### config.mk
export PLATFORM = sky130hd
export DESIGN_NAME = instr_fetch_flat
export DESIGN_NICKNAME = d
export VERILOG_FILES = /design/src/rtl/instr_fetch_pkg.sv /design/src/rtl/instr_fetch_if.sv /design/src/rtl/instr_fetch_buf.sv /design/src/rtl/instr_fetch.sv /design/src/flat_wrapper.sv
export SDC_FILE = /design/constraint.sdc
export NUM_CORES = 1
export LEC_CHECK = 0
export ABC_CLOCK_PERIOD_IN_PS = 5100
export CAP_MARGIN = 5
export CORE_MARGIN = 2
export CORE_UTILIZATION = 45
export CTS_CLUSTER_DIAMETER = 150
export CTS_CLUSTER_SIZE = 30
export DETAILED_ROUTE_END_ITERATION = 8
export PLACE_DENSITY = 0.7
export SLEW_MARGIN = 20
export SYNTH_ARGS = -nofsm -noshare
export SYNTH_HDL_FRONTEND = slang
export SYNTH_SLANG_ARGS = --single-unit
### constraint.sdc
create_clock -name clk -period 5.1 [get_ports clk]
set_input_delay 1.02 -clock clk [delete_from_list [all_inputs] [get_ports clk]]
set_output_delay 1.02 -clock clk [all_outputs]
set_load 0.02 [all_outputs]
### src/rtl/instr_fetch_pkg.sv
// Shared fetch definitions: word/opcode widths, the HALT opcode and fetch FSM states.
package instr_fetch_pkg;

  localparam int unsigned InstrWidth = 16;
  localparam int unsigned OpWidth    = 4;

  localparam logic [OpWidth-1:0] OP_HALT = 4'hF;

  typedef enum logic [2:0] {
    S_REQ   = 3'd0,
    S_WAIT  = 3'd1,
    S_FULL  = 3'd2,
    S_HALT  = 3'd3,
    S_DRAIN = 3'd4
  } fetch_state_e;

endpackage

### src/rtl/instr_fetch_if.sv
// Memory request/response and decoder handshake signals of the fetch unit.
interface instr_fetch_if #(
  parameter int unsigned INSTR_W = 16,
  parameter int unsigned PC_W    = 16
);
  logic               mem_req;
  logic [PC_W-1:0]    mem_addr;
  logic               mem_gnt;
  logic               mem_rvalid;
  logic [INSTR_W-1:0] mem_rdata;
  logic [INSTR_W-1:0] instr;
  logic [PC_W-1:0]    instr_pc;
  logic               instr_valid;
  logic               instr_ready;
  logic               redirect_en;
  logic [PC_W-1:0]    redirect_pc;
  logic               fetch_stopped;

  modport master (
    output mem_req, mem_addr, instr, instr_pc, instr_valid, fetch_stopped,
    input  mem_gnt, mem_rvalid, mem_rdata, instr_ready, redirect_en, redirect_pc
  );

  modport slave (
    input  mem_req, mem_addr, instr, instr_pc, instr_valid, fetch_stopped,
    output mem_gnt, mem_rvalid, mem_rdata, instr_ready, redirect_en, redirect_pc
  );
endinterface

### src/rtl/instr_fetch_buf.sv
// Two-entry FIFO of {instr, pc}; flush wins over push/pop, pop on empty is ignored.
module fetch_buf #(
  parameter int unsigned W = 32
) (
  input  logic         clk,
  input  logic         rst_n,
  input  logic         push,
  input  logic         pop,
  input  logic         flush,
  input  logic [W-1:0] wdata,
  output logic [W-1:0] rdata,
  output logic [1:0]   count
);
  logic [W-1:0] mem [2];
  logic         wr_ptr;
  logic         rd_ptr;
  logic         pop_ok;
  logic         push_ok;

  assign pop_ok  = pop && (count != 2'd0);
  assign push_ok = push && ((count != 2'd2) || pop_ok);
  assign rdata   = mem[rd_ptr];

  always_ff @(posedge clk or negedge rst_n) begin
    if (!rst_n) begin
      mem[0] <= '0;
      mem[1] <= '0;
      wr_ptr <= 1'b0;
      rd_ptr <= 1'b0;
      count  <= 2'd0;
    end else if (flush) begin
      wr_ptr <= 1'b0;
      rd_ptr <= 1'b0;
      count  <= 2'd0;
    end else begin
      if (push_ok) begin
        mem[wr_ptr] <= wdata;
        wr_ptr      <= ~wr_ptr;
      end
      if (pop_ok) begin
        rd_ptr <= ~rd_ptr;
      end
      count <= count + 2'(push_ok) - 2'(pop_ok);
    end
  end
endmodule

### src/rtl/instr_fetch.sv
// Instruction fetch: owns the PC, issues one memory request at a time and
// feeds returned words to the decoder through a 2-entry buffer.
module instr_fetch
  import instr_fetch_pkg::*;
#(
  parameter int unsigned     INSTR_W  = InstrWidth,
  parameter int unsigned     OP_W     = OpWidth,
  parameter int unsigned     PC_W     = 16,
  parameter logic [PC_W-1:0] RESET_PC = '0
) (
  input  logic          clk,
  input  logic          rst_n,
  instr_fetch_if.master bus
);
  localparam int unsigned EW = INSTR_W + PC_W;

  fetch_state_e    state;
  logic [PC_W-1:0] pc;
  logic [PC_W-1:0] req_pc;
  logic            started;
  logic            req_fire;
  logic            pop;
  logic            push;
  logic            slot_free;
  logic            is_halt;
  logic [1:0]      count;
  logic [EW-1:0]   head;

  // started keeps mem_req/mem_addr low until the first edge after reset release.
  assign bus.mem_req       = started && (state == S_REQ);
  assign bus.mem_addr      = started ? pc : '0;
  assign bus.fetch_stopped = (state == S_HALT);
  assign bus.instr_valid   = (count != 2'd0);
  assign bus.instr         = head[EW-1 -: INSTR_W];
  assign bus.instr_pc      = head[PC_W-1:0];

  assign req_fire  = bus.mem_req && bus.mem_gnt;
  assign pop       = bus.instr_valid && bus.instr_ready;
  assign push      = (state == S_WAIT) && bus.mem_rvalid && !bus.redirect_en;
  assign is_halt   = (bus.mem_rdata[INSTR_W-1 -: OP_W] == OP_W'(OP_HALT));
  // A push only happens from S_WAIT, where count is at most 1.
  assign slot_free = (count == 2'd0) || pop;

  fetch_buf #(.W(EW)) u_buf (
    .clk   (clk),
    .rst_n (rst_n),
    .push  (push),
    .pop   (pop),
    .flush (bus.redirect_en),
    .wdata ({bus.mem_rdata, req_pc}),
    .rdata (head),
    .count (count)
  );

  always_ff @(posedge clk or negedge rst_n) begin
    if (!rst_n) begin
      state   <= S_REQ;
      pc      <= RESET_PC;
      req_pc  <= '0;
      started <= 1'b0;
    end else begin
      started <= 1'b1;
      if (bus.redirect_en) begin
        pc <= bus.redirect_pc;
        // An rvalid in the redirect cycle retires the outstanding request.
        if (req_fire || (((state == S_WAIT) || (state == S_DRAIN)) && !bus.mem_rvalid)) begin
          state <= S_DRAIN;
        end else begin
          state <= S_REQ;
        end
      end else begin
        case (state)
          S_REQ: begin
            if (req_fire) begin
              pc     <= pc + PC_W'(1);
              req_pc <= pc;
              state  <= S_WAIT;
            end
          end
          S_WAIT: begin
            if (bus.mem_rvalid) begin
              if (is_halt)        state <= S_HALT;
              else if (slot_free) state <= S_REQ;
              else                state <= S_FULL;
            end
          end
          S_FULL:  if (pop) state <= S_REQ;
          S_HALT:  state <= S_HALT;
          S_DRAIN: if (bus.mem_rvalid) state <= S_REQ;
          default: state <= S_REQ;
        endcase
      end
    end
  end
endmodule
### src/flat_wrapper.sv
// flat-port wrapper written by rule: the top's interface ports become plain ports
module instr_fetch_flat import instr_fetch_pkg::*;
#(
  parameter int unsigned     INSTR_W  = InstrWidth,
  parameter int unsigned     OP_W     = OpWidth,
  parameter int unsigned     PC_W     = 16,
  parameter logic [PC_W-1:0] RESET_PC = '0
)
  (clk, rst_n, bus_mem_req, bus_mem_addr, bus_instr, bus_instr_pc, bus_instr_valid, bus_fetch_stopped, bus_mem_gnt, bus_mem_rvalid, bus_mem_rdata, bus_instr_ready, bus_redirect_en, bus_redirect_pc);
  instr_fetch_if #(.INSTR_W(INSTR_W), .PC_W(PC_W)) bus_i ();
  input  logic clk;
  input  logic rst_n;
  output wire logic [$bits(bus_i.mem_req)-1:0] bus_mem_req;
  output wire logic [$bits(bus_i.mem_addr)-1:0] bus_mem_addr;
  output wire logic [$bits(bus_i.instr)-1:0] bus_instr;
  output wire logic [$bits(bus_i.instr_pc)-1:0] bus_instr_pc;
  output wire logic [$bits(bus_i.instr_valid)-1:0] bus_instr_valid;
  output wire logic [$bits(bus_i.fetch_stopped)-1:0] bus_fetch_stopped;
  input wire logic [$bits(bus_i.mem_gnt)-1:0] bus_mem_gnt;
  input wire logic [$bits(bus_i.mem_rvalid)-1:0] bus_mem_rvalid;
  input wire logic [$bits(bus_i.mem_rdata)-1:0] bus_mem_rdata;
  input wire logic [$bits(bus_i.instr_ready)-1:0] bus_instr_ready;
  input wire logic [$bits(bus_i.redirect_en)-1:0] bus_redirect_en;
  input wire logic [$bits(bus_i.redirect_pc)-1:0] bus_redirect_pc;
  assign bus_mem_req = bus_i.mem_req;
  assign bus_mem_addr = bus_i.mem_addr;
  assign bus_instr = bus_i.instr;
  assign bus_instr_pc = bus_i.instr_pc;
  assign bus_instr_valid = bus_i.instr_valid;
  assign bus_fetch_stopped = bus_i.fetch_stopped;
  assign bus_i.mem_gnt = bus_mem_gnt;
  assign bus_i.mem_rvalid = bus_mem_rvalid;
  assign bus_i.mem_rdata = bus_mem_rdata;
  assign bus_i.instr_ready = bus_instr_ready;
  assign bus_i.redirect_en = bus_redirect_en;
  assign bus_i.redirect_pc = bus_redirect_pc;
  instr_fetch #(.INSTR_W(INSTR_W), .OP_W(OP_W), .PC_W(PC_W), .RESET_PC(RESET_PC)) u_core (.clk(clk), .rst_n(rst_n), .bus(bus_i));
endmodule
==> out/results.ini <==
[run_status]
outcome = finished clean

[floorplan]
die_area_um2 = 11700
core_area_um2 = 10400
start_util_pct = 46.8
die_height_um = 108
pin_count = 89
core.rowCount = 37
fp.dieW_um = 108

[worst_setup_path]
r2r_start = u_core.started$_DFF_PN0_
end_kind = output pin
r2r_end = u_core.req_pc[12]$_DFFE_PN0P_
r2r_slack_ps = 2170
crit_required_ps = 4080
cp.arrival_ps = 2510
worstSetupStartpointType = flip-flop
path_class = flip-flop to output pin
ff2ff_path_depth = 5
crit_fanout = 20

[detailed_routing]
drcViolationCount = 0
vias = 3208
first_pass_iters = 4
wirelength_um = 10100
vias_per_cell = 5.36
drt_iter0_drc = 123
drtAntennaViolNets = 0
routedWlPerCell_um = 16.9

[layout]
layout_commonest_cell = dfrtp_1
antennaDiodeCount = 0
drive_above_1_share_pct = 30.0
stdcell_count = 599
layout_common_cells = 104 x dfrtp_1, 102 x mux2_2, 87 x clkdlybuf4s50_1, 19 x nand2_1, 16 x and2_1
postLayoutCellArea_um2 = 6040
nets = 500
area_growth_syn_to_layout_pct = 24.0

[worst_hold_path]
hold_path.class = flip-flop to flip-flop
worst_hold_path.num_cells = 1
hold_end = u_core.u_buf.mem[31]$_DFFE_PN0P_
min-delay-start = u_core.u_buf.mem[31]$_DFFE_PN0P_

[clock_network]
h-tree-depth = 3
root_buffer = clkbuf_8
cts_buffers = 9
clock_path_buffers = 2
cts_resized = 0
clk_latency_ps = 360
post_cts_buffers = 0
clk_pin_slew_ps = 100
clkSinkCount = 104
cts_tree = built
holdBufCountCts = 0

[synth]
ys_async_sr_fraction_pct = 100
synth_area_um2 = 4870
ys_warn_count = 0
synth_edf_count = 0
syn_inst = 375
synth_area_per_cell_um2 = 13.0
synth-seq-cells = 104
synth_top_flop_cell = dfrtp_1
synth_seq_area_share_pct = 53.4
synth.net_count = 416
synth_cell_types = 47

[sta]
period_minus_slack_ps = 3530
relSlewSlack_pct = 29.7
final.setup.tns_ps = 0
setup-violations-final = 0
rsz0062_at_grt = no
tightestPinTransition_ps = 1050
hold_violations = 0
clock_skew_ps = 18.3
fin_crit_sh_pct = 69.2
fmaxAchievable_mhz = 283
finalMaxSlewViolations = 0
setup_slack_ps = 1570

[placement]
hpwlAfterDp_um = 6700
placement.io_buffers = 88
dpl-instance-area_um2 = 5850
dpl.cell_count = 584
place_congestion = 0.812
post-place-ws_ps = 1210

[global_route]
gr-total-overflow = 0
antenna_found_initial = 0
grt_max_degree = 67
grt_pass1_vias = 3256
globalRouteTotalUtil_pct = 18.6
grt_pass1_wl_um = 16700

[run]
drv_cap = 0

[power_and_ir_drop]
vdd_ir_drop_max_mv = 0.229
p_leak_nw = 2.69
pwr_density_cell_nw_per_um2 = 441

report_power, final:
group / internal (W) / switching, W / total, W / leakage [nW]
clock network: 0.000230 / 0.000291 / 0.000521 / 0.0909
logic: 0.000567 / 0.000420 / 0.000988 / 1.25
registers: 0.00101 / 0.000143 / 0.00115 / 1.35
layer usage:
metal / share of wire (%) / wire length, um / global-route usage [%] / vias to the layer above
met5: 0 / 0 / 0 / -
met4: 0.70 / 71 / 5.04 / 0
met3: 3.2 / 327 / 3.13 / 6
met2: 49 / 4910 / 30.1 / 59
met1: 48 / 4800 / 26.1 / 1639
li1: - / - / - / 1504
state kept, by name (all words and copies together) (netlist names):
signal and count:
u_core.state 3, u_core.u_buf.count 2, u_core.started 1, u_core.u_buf.mem 64, u_core.u_buf.rd_ptr 1, u_core.req_pc 16
u_core.u_buf.wr_ptr 1, u_core.pc 16
cells in the mapped netlist, drive strengths merged, types with 4 or more instances:
library cell,number,area (um2)
xor2,5,43.8
nand3,7,35.0
or2,4,25.0
o21ai,14,70.1
nor2,8,30.0
dfrtp,104,2600
mux2,112,1300
and2,16,100
inv,6,25.0
clkbuf,9,33.8
buf,10,75.1
nor4,7,43.8
nand4,4,25.0
xnor2,7,61.3
nand2,20,77.6
a31oi,4,25.0
logic make-up (layout without fill, tap and decap cells):
| logic type | after synthesis | count (layout) | synth area share [%] |
|---|---|---|---|
| AOI/OAI and AO/OA | 28 | 28 | 3.57 |
| and+or+nand+nor | 87 | 87 | 10.1 |
| other | 1 | 1 | 0.0770 |
| muxes | 114 | 114 | 27.1 |
| adders and majority gates | 3 | 3 | 0.771 |
| xor gates and xnor gates | 12 | 12 | 2.16 |
| DFF | 104 | 104 | 53.4 |
| buffers and inverters | 26 | 114 | 2.83 |
worst max-delay path by stage:
stage	from	to	slack, ps	cells past startpoint
2_1_floorplan	bus_redirect_en	u_core.u_buf.mem[48]$_DFFE_PN0P_	2410	6
3_3_place_gp	bus_redirect_en	u_core.u_buf.mem[36]$_DFFE_PN0P_	1270	7
3_5_place_dp	bus_redirect_en	u_core.u_buf.mem[63]$_DFFE_PN0P_	1210	7
4_1_cts	u_core.u_buf.rd_ptr$_DFFE_PN0P_	bus_instr_pc[0]	1490	3
5_1_grt	u_core.u_buf.rd_ptr$_DFFE_PN0P_	bus_instr_pc[0]	1410	3
6_report	u_core.u_buf.rd_ptr$_DFFE_PN0P_	bus_instr_pc[0]	1570	3
worst max-delay path: stages, from the launching register on:
cell,delay [ps]
dfrtp_1,790
buf_4,420
mux2_2,370
clkdlybuf4s50_1,560
per-stage QoR:
| stage | hold slack (ps) | total power, W | util, % |
|---|---|---|---|
| global placement | 481 | 0.00215 | 56.1 |
| finish | 508 | 0.00266 | 58.0 |
| CTS | 512 | 0.00269 | 58.0 |
| detailed placement | 488 | 0.00217 | 56.1 |
| global route | 520 | 0.00281 | 58.0 |
| floorplan | 474 | 0.00174 | - |
area by class of cell:
type | instances | area [um2]
repair buffers | 92 | 908
inverters | 7 | 28.8
fillers | 875 | 4380
clock buffers | 10 | 128
multi-input cells | 245 | 2140
well taps | 136 | 170
flip-flops and latches | 104 | 2600
clock inverters | 5 | 65.1
Power figures use the tool's default switching activity.
